`config.mk`:
```
export PLATFORM = sky130hd
export DESIGN_NAME = mem_page_ctrl
export DESIGN_NICKNAME = d
export VERILOG_FILES = /design/src/rtl/mem_page_ctrl_pkg.sv /design/src/rtl/mem_page_ctrl.sv
export SDC_FILE = /design/constraint.sdc
export NUM_CORES = 1
export LEC_CHECK = 0
export CORE_UTILIZATION = 51
export DETAILED_ROUTE_END_ITERATION = 7
export GPL_TIMING_DRIVEN = 0
export MAX_ROUTING_LAYER = met4
export PLACE_DENSITY = 0.92
export SLEW_MARGIN = 10
export SYNTH_ARGS = -nofsm -noshare
export SYNTH_HDL_FRONTEND = slang
export SYNTH_SLANG_ARGS = --single-unit
```
`constraint.sdc`:
```
create_clock -name clk -period 4.5 [get_ports clk]
set_clock_uncertainty 0.1 [all_clocks]
set_input_delay 0.9 -clock clk [delete_from_list [all_inputs] [get_ports clk]]
set_output_delay 0.9 -clock clk [all_outputs]
set_load 0.02 [all_outputs]
```
`src/rtl/mem_page_ctrl_pkg.sv`:
```
// Shared definitions for the paged memory controller: widths, page numbers, state enum.
package mcDefs;

    localparam int unsigned ADDR_W    = 12;
    localparam int unsigned DATA_W    = 16;
    localparam int unsigned PAGE_W    = 4;
    localparam int unsigned BURST_LEN = 4;

    localparam logic [PAGE_W-1:0] MEMPAGE0 = 4'h0;
    localparam logic [PAGE_W-1:0] MEMPAGE1 = 4'h1;
    localparam logic [PAGE_W-1:0] MEMPAGE2 = 4'h2;
    localparam logic [PAGE_W-1:0] MEMPAGE3 = 4'h3;

    typedef enum logic [1:0] {
        IDLE   = 2'd0,
        WRITE  = 2'd1,
        READ   = 2'd2,
        RDRAIN = 2'd3
    } mc_state_t;

    // Page number carried in the top nibble of an address word.
    function automatic logic [PAGE_W-1:0] page_of(input logic [DATA_W-1:0] a);
        return a[DATA_W-1 -: PAGE_W];
    endfunction

endpackage

```
`src/rtl/mem_page_ctrl.sv`:
```
// Page-decoded burst controller: maps host bursts on one 4-bit page onto a 4K-word array.
module mem_page_ctrl
    import mcDefs::*;
#(
    parameter logic [PAGE_W-1:0] PAGE  = MEMPAGE1,
    parameter int unsigned       BURST = BURST_LEN
) (
    input  logic              clk,
    input  logic              resetH,
    input  logic              AddrValid,
    input  logic              rw,
    input  logic [DATA_W-1:0] AddrDataIn,
    output logic [DATA_W-1:0] AddrDataOut,
    output logic              AddrDataOE,
    output logic [ADDR_W-1:0] memAddr,
    output logic [DATA_W-1:0] memWData,
    output logic              memWE,
    output logic              memRE,
    input  logic [DATA_W-1:0] memRData
);

    localparam int unsigned CNT_W = (BURST > 1) ? $clog2(BURST) : 1;

    mc_state_t         state_q, state_d;
    logic [CNT_W-1:0]  cnt_q,   cnt_d;
    logic [ADDR_W-1:0] base_q,  base_d;
    logic [ADDR_W-1:0] addr_q,  addr_d;
    logic [DATA_W-1:0] wdata_q, wdata_d;
    logic [DATA_W-1:0] rdata_q, rdata_d;
    logic              we_q,    we_d;
    logic              re_q,    re_d;
    logic              oe_q,    oe_d;
    logic              last_word;
    logic              hit;

    assign last_word = (cnt_q == CNT_W'(BURST - 1));
    assign hit       = AddrValid && (page_of(AddrDataIn) == PAGE);

    // Next-state, counter, address and strobe computation.
    always_comb begin
        state_d = state_q;
        cnt_d   = cnt_q;
        base_d  = base_q;
        addr_d  = addr_q;
        wdata_d = wdata_q;
        rdata_d = rdata_q;
        we_d    = 1'b0;
        re_d    = 1'b0;
        // Read data returns one cycle after each read strobe.
        oe_d    = re_q;

        if (we_q) begin
            wdata_d = AddrDataIn;
        end
        if (oe_q) begin
            rdata_d = memRData;
        end

        unique case (state_q)
            IDLE: begin
                if (hit) begin
                    base_d = AddrDataIn[ADDR_W-1:0];
                    addr_d = AddrDataIn[ADDR_W-1:0];
                    cnt_d  = '0;
                    if (rw) begin
                        state_d = READ;
                        re_d    = 1'b1;
                    end else begin
                        state_d = WRITE;
                        we_d    = 1'b1;
                    end
                end
            end
            WRITE: begin
                if (last_word) begin
                    state_d = IDLE;
                end else begin
                    cnt_d  = CNT_W'(cnt_q + 1'b1);
                    addr_d = base_q + ADDR_W'(cnt_d);
                    we_d   = 1'b1;
                end
            end
            READ: begin
                if (last_word) begin
                    state_d = RDRAIN;
                end else begin
                    cnt_d  = CNT_W'(cnt_q + 1'b1);
                    addr_d = base_q + ADDR_W'(cnt_d);
                    re_d   = 1'b1;
                end
            end
            RDRAIN: begin
                state_d = IDLE;
            end
            default: begin
                state_d = IDLE;
            end
        endcase
    end

    // State and output registers; reset aborts any burst in flight.
    always_ff @(posedge clk or posedge resetH) begin
        if (resetH) begin
            state_q <= IDLE;
            cnt_q   <= '0;
            base_q  <= '0;
            addr_q  <= '0;
            wdata_q <= '0;
            rdata_q <= '0;
            we_q    <= 1'b0;
            re_q    <= 1'b0;
            oe_q    <= 1'b0;
        end else begin
            state_q <= state_d;
            cnt_q   <= cnt_d;
            base_q  <= base_d;
            addr_q  <= addr_d;
            wdata_q <= wdata_d;
            rdata_q <= rdata_d;
            we_q    <= we_d;
            re_q    <= re_d;
            oe_q    <= oe_d;
        end
    end

    // Data paths pass through while active and hold the last word otherwise.
    assign memAddr     = addr_q;
    assign memWE       = we_q;
    assign memRE       = re_q;
    assign memWData    = we_q ? AddrDataIn : wdata_q;
    assign AddrDataOE  = oe_q;
    assign AddrDataOut = oe_q ? memRData : rdata_q;

endmodule

```
==> metrics.yaml, run 1 <==
status: "finished, final reports clean"
avgSynthCellArea_sq_um: 13.2
clock-sinks: 63
hpwl_um: 4280
period_share: 0.775
nets: 351
fin_setup_tns_ps: 0
power_leakage_nw: 1.63
fin_cells: 383
synth_top_family_by_area: "multiplexers"
post-cts-setup-buffers: 0
drtAntennaViolNets: 0
hold_class: "register to register"
critical_path.cell_chain: "clkbuf_1 -> clkbuf_1 -> mux2_2 -> clkdlybuf4s50_1"
drc_errors: 0
slowest_delay_ps: 550
gp_congestion: 0.756
synth_fa_ha_area_frac: 0.0336
switchingPower_mw: 1.26
startpoint: "memWE"
die_area_sq_um: 5850
crit_path_frequent_cell: "clkbuf_1"
grt_max_degree: 64
setup_viol: 0
cts_tree: "done"
ios: 83
synth_area_leader_cell: "dfrtp_1"
seqPwrFrac: 0.303
syn_nets: 258
grt_antenna_before_repair: 0
drv_cap: 0
p_clk_frac: 0.144
max_freq_ghz: 0.287
synth_commonest_cells: "dfrtp_1 (63), mux2_2 (53), o21ai_0 (13), inv_1 (8), nor2_1 (7)"
met3_usage: 0.0503
cp_slowest_cell: "clkdlybuf4s50_1"
dr.pass1.iters: 7
final_area_sq_um: 3930
grt_pass1_wl_um: 10200
hold_ws_ps: 277
gr-total-overflow: 0
grt-busiest-layer: "met2"
yosysMostFrequentCell: "dfrtp_1"
rows: 26
clk_pin_slew_ps: 60
drv_slew: 0
peakVddDrop_mv: 0.502
root_buffer: "clkbuf_8"
synth-edff-count: 0
finalWorstSetupSlack_ps: 1010
synthesis.instances: 215
synth_ff_type: "dfrtp_1"
power.total_mw: 3.30
required_ps: 3500
synth-simple-area-share: 0.0787
numCtsBuffers: 9
worstMarginPinSlew_ps: 752
grt_pass1_vias: 2168
cts_htree_levels: 3
critPathMaxFanout: 10
viasPerCell: 5.39
yosysUniqueCellTypes: 37
first_iter_violations: 101
p_int_mw: 2.03
synthToLayoutAreaGrowth_pct: 38.9
muxShareOfSynthArea: 0.221
fin_crit_ps: 3490
slew-limit-headroom: 0.498
syn_area_sq_um: 2830
place_inst: 367
core-area_sq_um: 5240
rsz0062_at_grt: "no"
synth_top_area_frac: 0.557
clock_path_buffers: 2
n_fill_cell: 335
insertion_delay_ps: 330
cp-end-kind: "output port"
startpoint_type: "register"
swShare: 0.383
vias: 2065
grt_use_met2: 0.393
critPathKind: "register to output port"
ys_warn_count: 0
ys_async_sr_fraction: 1.00
cts_resized: 0
start_util: 0.541
cts_hold_buf: 0
p_per_area_nw_per_um2: 838
cp.arrival_ps: 2490
use_met1: 0.270
fp.dieH_um: 76.5
post_route_cells_drive_above_1_share: 0.243
ys_seq_area_frac: 0.557
synthXorXnorAreaFrac: 0.0155
fin_util: 0.751
r2r_start: "cnt_q[0]"
finalHoldViolCount: 0
hp-start: "memRE"
io_buffer_count: 82
pre_cts_slack_ps: 1250
dpl-instance-area_sq_um: 3740
routed_wl_um: 6080
wl_per_cell_um: 15.9
pwr-share-comb: 0.553
ys_seq_elements: 63
synth-compound-area-share: 0.0720
synthTopCellsByArea: "dfrtp_1 (56%), mux2_2 (21%), ha_1 (2.7%)"
antenna_cells: 0
grt_util_all_layers: 0.235
die_x_um: 76.5
-- final cells by class --
| type | count | area, sq um | share of cell area |
|---|---|---|---|
| plain buffers | 8 | 32.5 | 0.00827 |
| clock buffers | 12 | 145 | 0.0369 |
| clock inverters | 4 | 45.0 | 0.0115 |
| inverters | 8 | 32.5 | 0.00827 |
| multi-input cells | 136 | 1190 | 0.303 |
| flip-flops and latches | 63 | 1580 | 0.401 |
| well taps | 70 | 87.6 | 0.0223 |
| repair buffers | 82 | 821 | 0.209 |
-- placed cells by master, fill, tap and decap left out, drive strengths merged --
master / synthesis / routed
a31oi: 3 / 3
xnor2: 4 / 4
nor3b: 1 / 1
o221ai: 1 / 1
or3: 3 / 3
nor3: 2 / 2
fa: 1 / 1
o2bb2ai: 2 / 2
nand2: 4 / 4
clkinv: 0 / 3
dfrtp: 63 / 63
clkdlybuf4s50: 0 / 82
nand3: 5 / 5
nand4: 4 / 4
ha: 6 / 6
or4: 1 / 1
nor2b: 2 / 2
mux2i: 3 / 3
o21ai: 13 / 13
o31a: 1 / 1
a21oi: 5 / 5
o211ai: 2 / 2
buf: 3 / 3
nor4: 1 / 1
inv: 8 / 8
nor4b: 2 / 2
o31ai: 3 / 3
bufinv: 0 / 1
xor2: 1 / 1
and3: 1 / 1
nor2: 8 / 8
clkbuf: 5 / 17
a21boi: 1 / 1
a21bo: 1 / 1
nand4b: 2 / 2
mux2: 53 / 53
-- path summary, 6_finish.rpt --
| check | endpoint | slack (ps) | cells after the start |
|---|---|---|---|
| worst max-delay path | memWData[9] | 1010 | 4 |
| max in group asynchronous | memAddr[3] | 2840 | 2 |
| min in group asynchronous | base_q[1] | 970 | 2 |
| worst min register to register | AddrDataOE | 280 | 0 |
| worst max register to register | memAddr[9] | 2120 | 6 |
| worst min-delay path | AddrDataOE | 280 | 0 |
-- layer usage --
layer	part of all wire	vias up
met1	0.42	1004
met4	0.012	0
met5	0	-
li1	-	968
met2	0.51	86
met3	0.060	7
-- kinds of logic after synthesis --
| group | count (synthesis) |
|---|---|
| xor gates and xnor gates | 5 |
| and+or+nand+nor | 36 |
| muxes | 56 |
| DFF | 63 |
| buffers and inverters | 16 |
| AOI/OAI and AO/OA | 32 |
| adders and majority gates | 7 |
-- power groups by stage --
stage	clock network (mW)	logic [mW]	registers, mW
floorplan	0	1.08	1.04
global placement	0	1.77	0.985
detailed placement	0	1.82	1.01
CTS	0.484	1.84	0.997
global route	0.509	1.97	1.03
finish	0.474	1.82	0.999
-- flip-flops by register name (all words and copies together), names as in the netlist --
signal / flops
base_q: 12
state_q: 2
memWE: 1
wdata_q: 16
AddrDataOE: 1
rdata_q: 16
cnt_q: 2
memRE: 1
memAddr: 12
-- worst max-delay path, delay by kind of cell (launching register included) --
family / cells / cell delay (ps)
buf+inv: 3 / 1400
flops: 1 / 340
mux: 1 / 420
Note: power is estimated with default switching activity, not from simulation.
==> inputs of run 2 (changes only) <==
Settings changed: CORE_UTILIZATION 51 to 47, PLACE_DENSITY 0.92 to 0.86.
Clock period 4.5 ns to 3.35 ns, I/O delays scaled along.
==> metrics.yaml, run 2 (synthesized netlist as in run 1, its figures left out) <==
status: "finished, final reports clean"
drc_errors: 0  # unchanged
grt_pass1_wl_um: 9290  # -9.1%
insertion_delay_ps: 330  # about the same
power_leakage_nw: 1.63  # -0.46%
dr.pass1.iters: 4  # -3
worstMarginPinSlew_ps: 760  # +7.58 ps
routed_wl_um: 5810  # -4.4%
met3_usage: 0.0469  # -0.00344
peakVddDrop_mv: 0.589  # +17%
rsz0062_at_grt: "no"
period_share: 0.943
wl_per_cell_um: 15.1  # -4.9%
start_util: 0.502  # -0.0387
root_buffer: "clkbuf_8"
drv_slew: 0  # unchanged
pre_cts_slack_ps: 382  # -867 ps
grt_pass1_vias: 2055  # -5.2%
synthToLayoutAreaGrowth_pct: 38.5
critPathMaxFanout: 10  # unchanged
cp_num_buf_inv: 3  # unchanged
antenna_cells: 0  # unchanged
place_inst: 369  # +0.54%
drv_cap: 0  # unchanged
slowest_delay_ps: 540  # about the same
viasPerCell: 5.30  # -1.7%
core-area_sq_um: 5640  # +7.7%
fp.dieH_um: 79.6  # +4.1%
r2r_start: "cnt_q[0]"
startpoint_type: "register"
grt_util_all_layers: 0.202  # -0.0333
cp-end-kind: "output port"
grt_max_degree: 64  # unchanged
numCtsBuffers: 9  # unchanged
clock_path_buffers: 2  # unchanged
grt_antenna_before_repair: 0  # unchanged
vias: 2040  # -1.2%
fin_crit_ps: 3160
clock-sinks: 63  # unchanged
use_met1: 0.236  # -0.0344
slew-limit-headroom: 0.493  # -0.00505
finalHoldViolCount: 0  # unchanged
hp-start: "memRE"
drtAntennaViolNets: 0  # unchanged
startpoint: "AddrDataOE"
cpLargestDelayFamily: "buffers and inverters"
critical_path.cell_chain: "clkbuf_1 -> buf_1 -> mux2_2 -> clkdlybuf4s50_1"
layout_commonest_cell: "clkdlybuf4s50_1"
ios: 83  # unchanged
hold_class: "register to register"
die_area_sq_um: 6340  # +8.3%
setup_viol: 0  # unchanged
post_route_cells_drive_above_1_share: 0.246  # +0.00319
gp_congestion: 0.870  # +15%
hpwl_um: 4230  # -1.1%
cts_htree_levels: 3  # unchanged
power.total_mw: 4.33  # +31%
p_per_area_nw_per_um2: 1100  # +32%
cts_tree: "done"
fin_cells: 385  # +0.52%
fin_setup_tns_ps: 0  # unchanged
max_freq_ghz: 0.316
rows: 27  # +3.8%
cts_hold_buf: 0  # unchanged
grt-busiest-layer: "met2"
required_ps: 2580  # -920 ps
reg.largest.list: "rdata_q x16, wdata_q x16"
cp_slowest_cell: "clkdlybuf4s50_1"
die_x_um: 79.6  # +4.1%
first_iter_violations: 61  # -40%
cp.arrival_ps: 2390  # -100 ps
layout_common_cells: "clkdlybuf4s50_1 (82), dfrtp_1 (63), mux2_2 (53)"
finalWorstSetupSlack_ps: 190  # -823 ps
io_buffer_count: 82  # unchanged
critPathKind: "register to output port"
nets: 351  # unchanged
gr-total-overflow: 0  # unchanged
grt_use_met2: 0.331  # -0.0620
clk_pin_slew_ps: 60  # about the same
==> run 2: cell count changes in the layout (fill, tap and decap cells not counted) <==
cell	before	now
bufinv_16	1	0
clkbuf_1	7	6
clkbuf_2	0	1
clkbuf_8	10	11
clkinv_2	3	2
clkinvlp_4	0	1
==> run 2: stage by stage <==
step                      hold WS (ps)  utilization  cell area, sq um
final                              286        0.695              3920
after global routing               314        0.695              3920
after CTS                          290        0.695              3920
after detailed placement           275        0.664              3740
after global placement             256        0.663              3740
after floorplan                    372            -              2830
==> run 2: layout make-up <==
| class | instances | area, sq um |
|---|---|---|
| Timing Repair Buffer | 82 | 821 |
| Multi-Input combinational cell | 136 | 1190 |
| Fill cell | 399 | 1720 |
| Clock buffer | 13 | 159 |
| Sequential cell | 63 | 1580 |
| Buffer | 8 | 33.8 |
| Inverter | 8 | 32.5 |
| Tap cell | 72 | 90.1 |
| Clock inverter | 3 | 17.5 |
==> run 2: worst register-to-register path, stage by stage (launching register included) <==
cell and delay [ps]:
dfrtp_1 410, ha_1 360, ha_1 300, a21oi_1 170, or4_1 530, and3_1 170
o31ai_1 210
==> run 2: path summary, 6_finish.rpt <==
kind / slack (ps) / to / cells after the start
max: 190 / AddrDataOut[14] / 4
min: 290 / AddrDataOE / 0
max reg2reg: 1020 / memAddr[9] / 6
min reg2reg: 290 / AddrDataOE / 0
max in group asynchronous: 1910 / wdata_q[12] / 2
min in group asynchronous: 730 / rdata_q[2] / 2
==> run 2: layer usage <==
layer / wire length [um] / up-vias
li1: - / 964
met1: 2410 / 982
met2: 2840 / 85
met3: 482 / 9
met4: 70 / 0
met5: 0 / -
==> run 2: what timing repair did <==
| item | in CTS | in global routing |
|---|---|---|
| buffers inserted | 0 | 0 |
| endpoints found under the setup margin | 0 | 10 |
| gates resized for setup | 0 | 2 |
==> run 2: power by group <==
group,total [mW],internal (mW),switching [mW],leakage [nW]
sequential,1.33,1.14,0.183,0.766
clock,0.580,0.307,0.273,0.0894
combinational,2.43,1.23,1.20,0.771
==> inputs of run 3 (changes only) <==
Settings changed: CORE_UTILIZATION 47 to 60, DONT_BUFFER_PORTS set to 1, PLACE_DENSITY 0.86 to 0.83.
==> metrics.yaml, run 3 (synthesized netlist as in run 1, its figures left out) <==
fp.dieH_um: 70.7  # -11%
status: "finished with violations"
period_share: 0.879  # -0.0644
wl_per_cell_um: 17.3  # +15%
hold_class: "input pin to asynchronous set/reset pin"
hpwl_um: 3590  # -15%
crit_path_frequent_cell: "clkbuf_1"
cp_num_buf_inv: 2  # -1
slowest_delay_ps: 460  # -80 ps
fin_util: 0.695  # about the same
die_area_sq_um: 5000  # -21%
cp-end-kind: "output port"
n_fill_cell: 318  # -20%
p_per_area_nw_per_um2: 1210  # +9.4%
slew-limit-headroom: 0.521  # +0.0272
io_buffer_count: 0  # -100%
root_buffer: "clkbuf_8"
post_route_cells_drive_above_1_share: 0.329  # +0.0830
grt_max_degree: 64  # unchanged
layout_commonest_cell: "dfrtp_1"
cts_htree_levels: 3  # unchanged
pwr-share-comb: 0.443  # -0.117
fin_setup_tns_ps: 0  # unchanged
critPathKind: "register to output port"
gr-total-overflow: 0  # unchanged
ios: 83  # unchanged
critical_path.cell_chain: "clkbuf_1 -> clkbuf_1 -> mux2_2"
seqPwrFrac: 0.388  # +0.082
switchingPower_mw: 1.56  # -5.9%
reg.largest.list: "rdata_q x16, wdata_q x16"
cp.arrival_ps: 2170  # -220 ps
drc_errors: 20  # +20
grt_antenna_before_repair: 0  # unchanged
clock-sinks: 63  # unchanged
p_clk_frac: 0.169  # +0.035
drtAntennaViolNets: 0  # unchanged
first_iter_violations: 79  # +30%
clock_path_buffers: 2  # unchanged
rows: 24  # -11%
numCtsBuffers: 9  # unchanged
nets: 269  # -23%
peakVddDrop_mv: 0.620  # +5.3%
drv_slew: 0  # unchanged
synthToLayoutAreaGrowth_pct: 9.10
gp_congestion: 0.844  # -2.9%
max_freq_ghz: 0.340  # +7.3%
insertion_delay_ps: 330  # about the same
finalHoldViolCount: 0  # unchanged
cts_resized: 0  # unchanged
dr.pass1.iters: 6  # +2
routed_wl_um: 4900  # -16%
power_leakage_nw: 1.32  # -19%
grt_pass1_vias: 1722  # -16%
vias: 1697  # -17%
viasPerCell: 6.00  # +13%
cpLargestDelayFamily: "buffers and inverters"
setup_viol: 0  # unchanged
drv_cap: 0  # unchanged
worstMarginPinSlew_ps: 719  # -40.9 ps
cp_slowest_cell: "dfrtp_1"
power.total_mw: 3.73  # -14%
failed_checks: "DRC"
post-cts-setup-buffers: 0  # unchanged
p_int_mw: 2.18  # -19%
core-area_sq_um: 4440  # -21%
swShare: 0.417  # +0.0349
grt_util_all_layers: 0.221  # +0.0190
die_x_um: 70.7  # -11%
cts_tree: "done"
start_util: 0.637  # +0.135
startpoint_type: "register"
rsz0062_at_grt: "no"
critPathMaxFanout: 10  # unchanged
antenna_cells: 0  # unchanged
grt_pass1_wl_um: 8030  # -14%
layout_common_cells: "dfrtp_1 (63), mux2_2 (53), o21ai_0 (13)"
clk_pin_slew_ps: 70  # about the same
cts_hold_buf: 0  # unchanged
fin_crit_ps: 2940  # -216 ps
required_ps: 2580  # about the same
[run 3: cell types whose count changed in the layout (fill, tap and decap cells not counted)]
cell,previous run,this run
clkbuf_1,6,7
clkbuf_2,1,0
clkinvlp_4,1,0
bufinv_16,0,1
clkinv_2,2,3
clkbuf_8,11,10
clkdlybuf4s50_1,82,0
[run 3: worst paths after layout]
check                      slack, ps  startpoint  cells past startpoint            to
max                              410       memWE                      3  memWData[13]
min                              240      resetH                      1     base_q[1]
max reg2reg                      990    cnt_q[0]                      6    memAddr[9]
min reg2reg                      430   base_q[0]                      1     base_q[0]
max in group asynchronous       2440      resetH                      1    wdata_q[8]
min in group clk                 330          rw                      1         memWE
[run 3: worst reg2reg max path, stage by stage (launching register included)]
cell and delay, ps:
dfrtp_1 400, ha_1 360, ha_1 290, a21oi_1 170, or4_1 530, and3_1 170, o31ai_1 240
[run 3: layout make-up]
class	instances	area, sq um	area share
sequential	63	1580	0.510
multi-input combinational	136	1190	0.386
clock buffer	12	145	0.0470
tap	52	65.1	0.0211
clock inverter	4	45.0	0.0146
buffer	8	32.5	0.0105
inverter	8	32.5	0.0105
[run 3: layer usage]
layer | track usage | wire length [um]
met2 | 0.340 | 2300
met3 | 0.0826 | 483
met4 | 0.113 | 106
met5 | - | 0
met1 | 0.255 | 2010
[run 3: metrics by stage]
| step | instances | hold WS (ps) | setup WS (ps) | cell area [sq um] |
|---|---|---|---|---|
| 2_1_floorplan | 215 | 372 | 1010 | 2830 |
| 3_3_place_gp | 267 | 397 | 445 | 2900 |
| 3_5_place_dp | 267 | 404 | 730 | 2900 |
| 4_1_cts | 283 | 264 | 358 | 3090 |
| 5_1_grt | 283 | 305 | 227 | 3090 |
| 6_report | 283 | 243 | 405 | 3090 |
[run 3: power by group through the flow]
stage                     Combinational [mW]  Clock, mW  Sequential [mW]
after floorplan                         1.45          0             1.40
after global placement                  1.63          0             1.45
after detailed placement                1.67          0             1.47
after CTS                               1.67      0.644             1.45
after global routing                    1.81      0.681             1.50
final                                   1.65      0.630             1.45
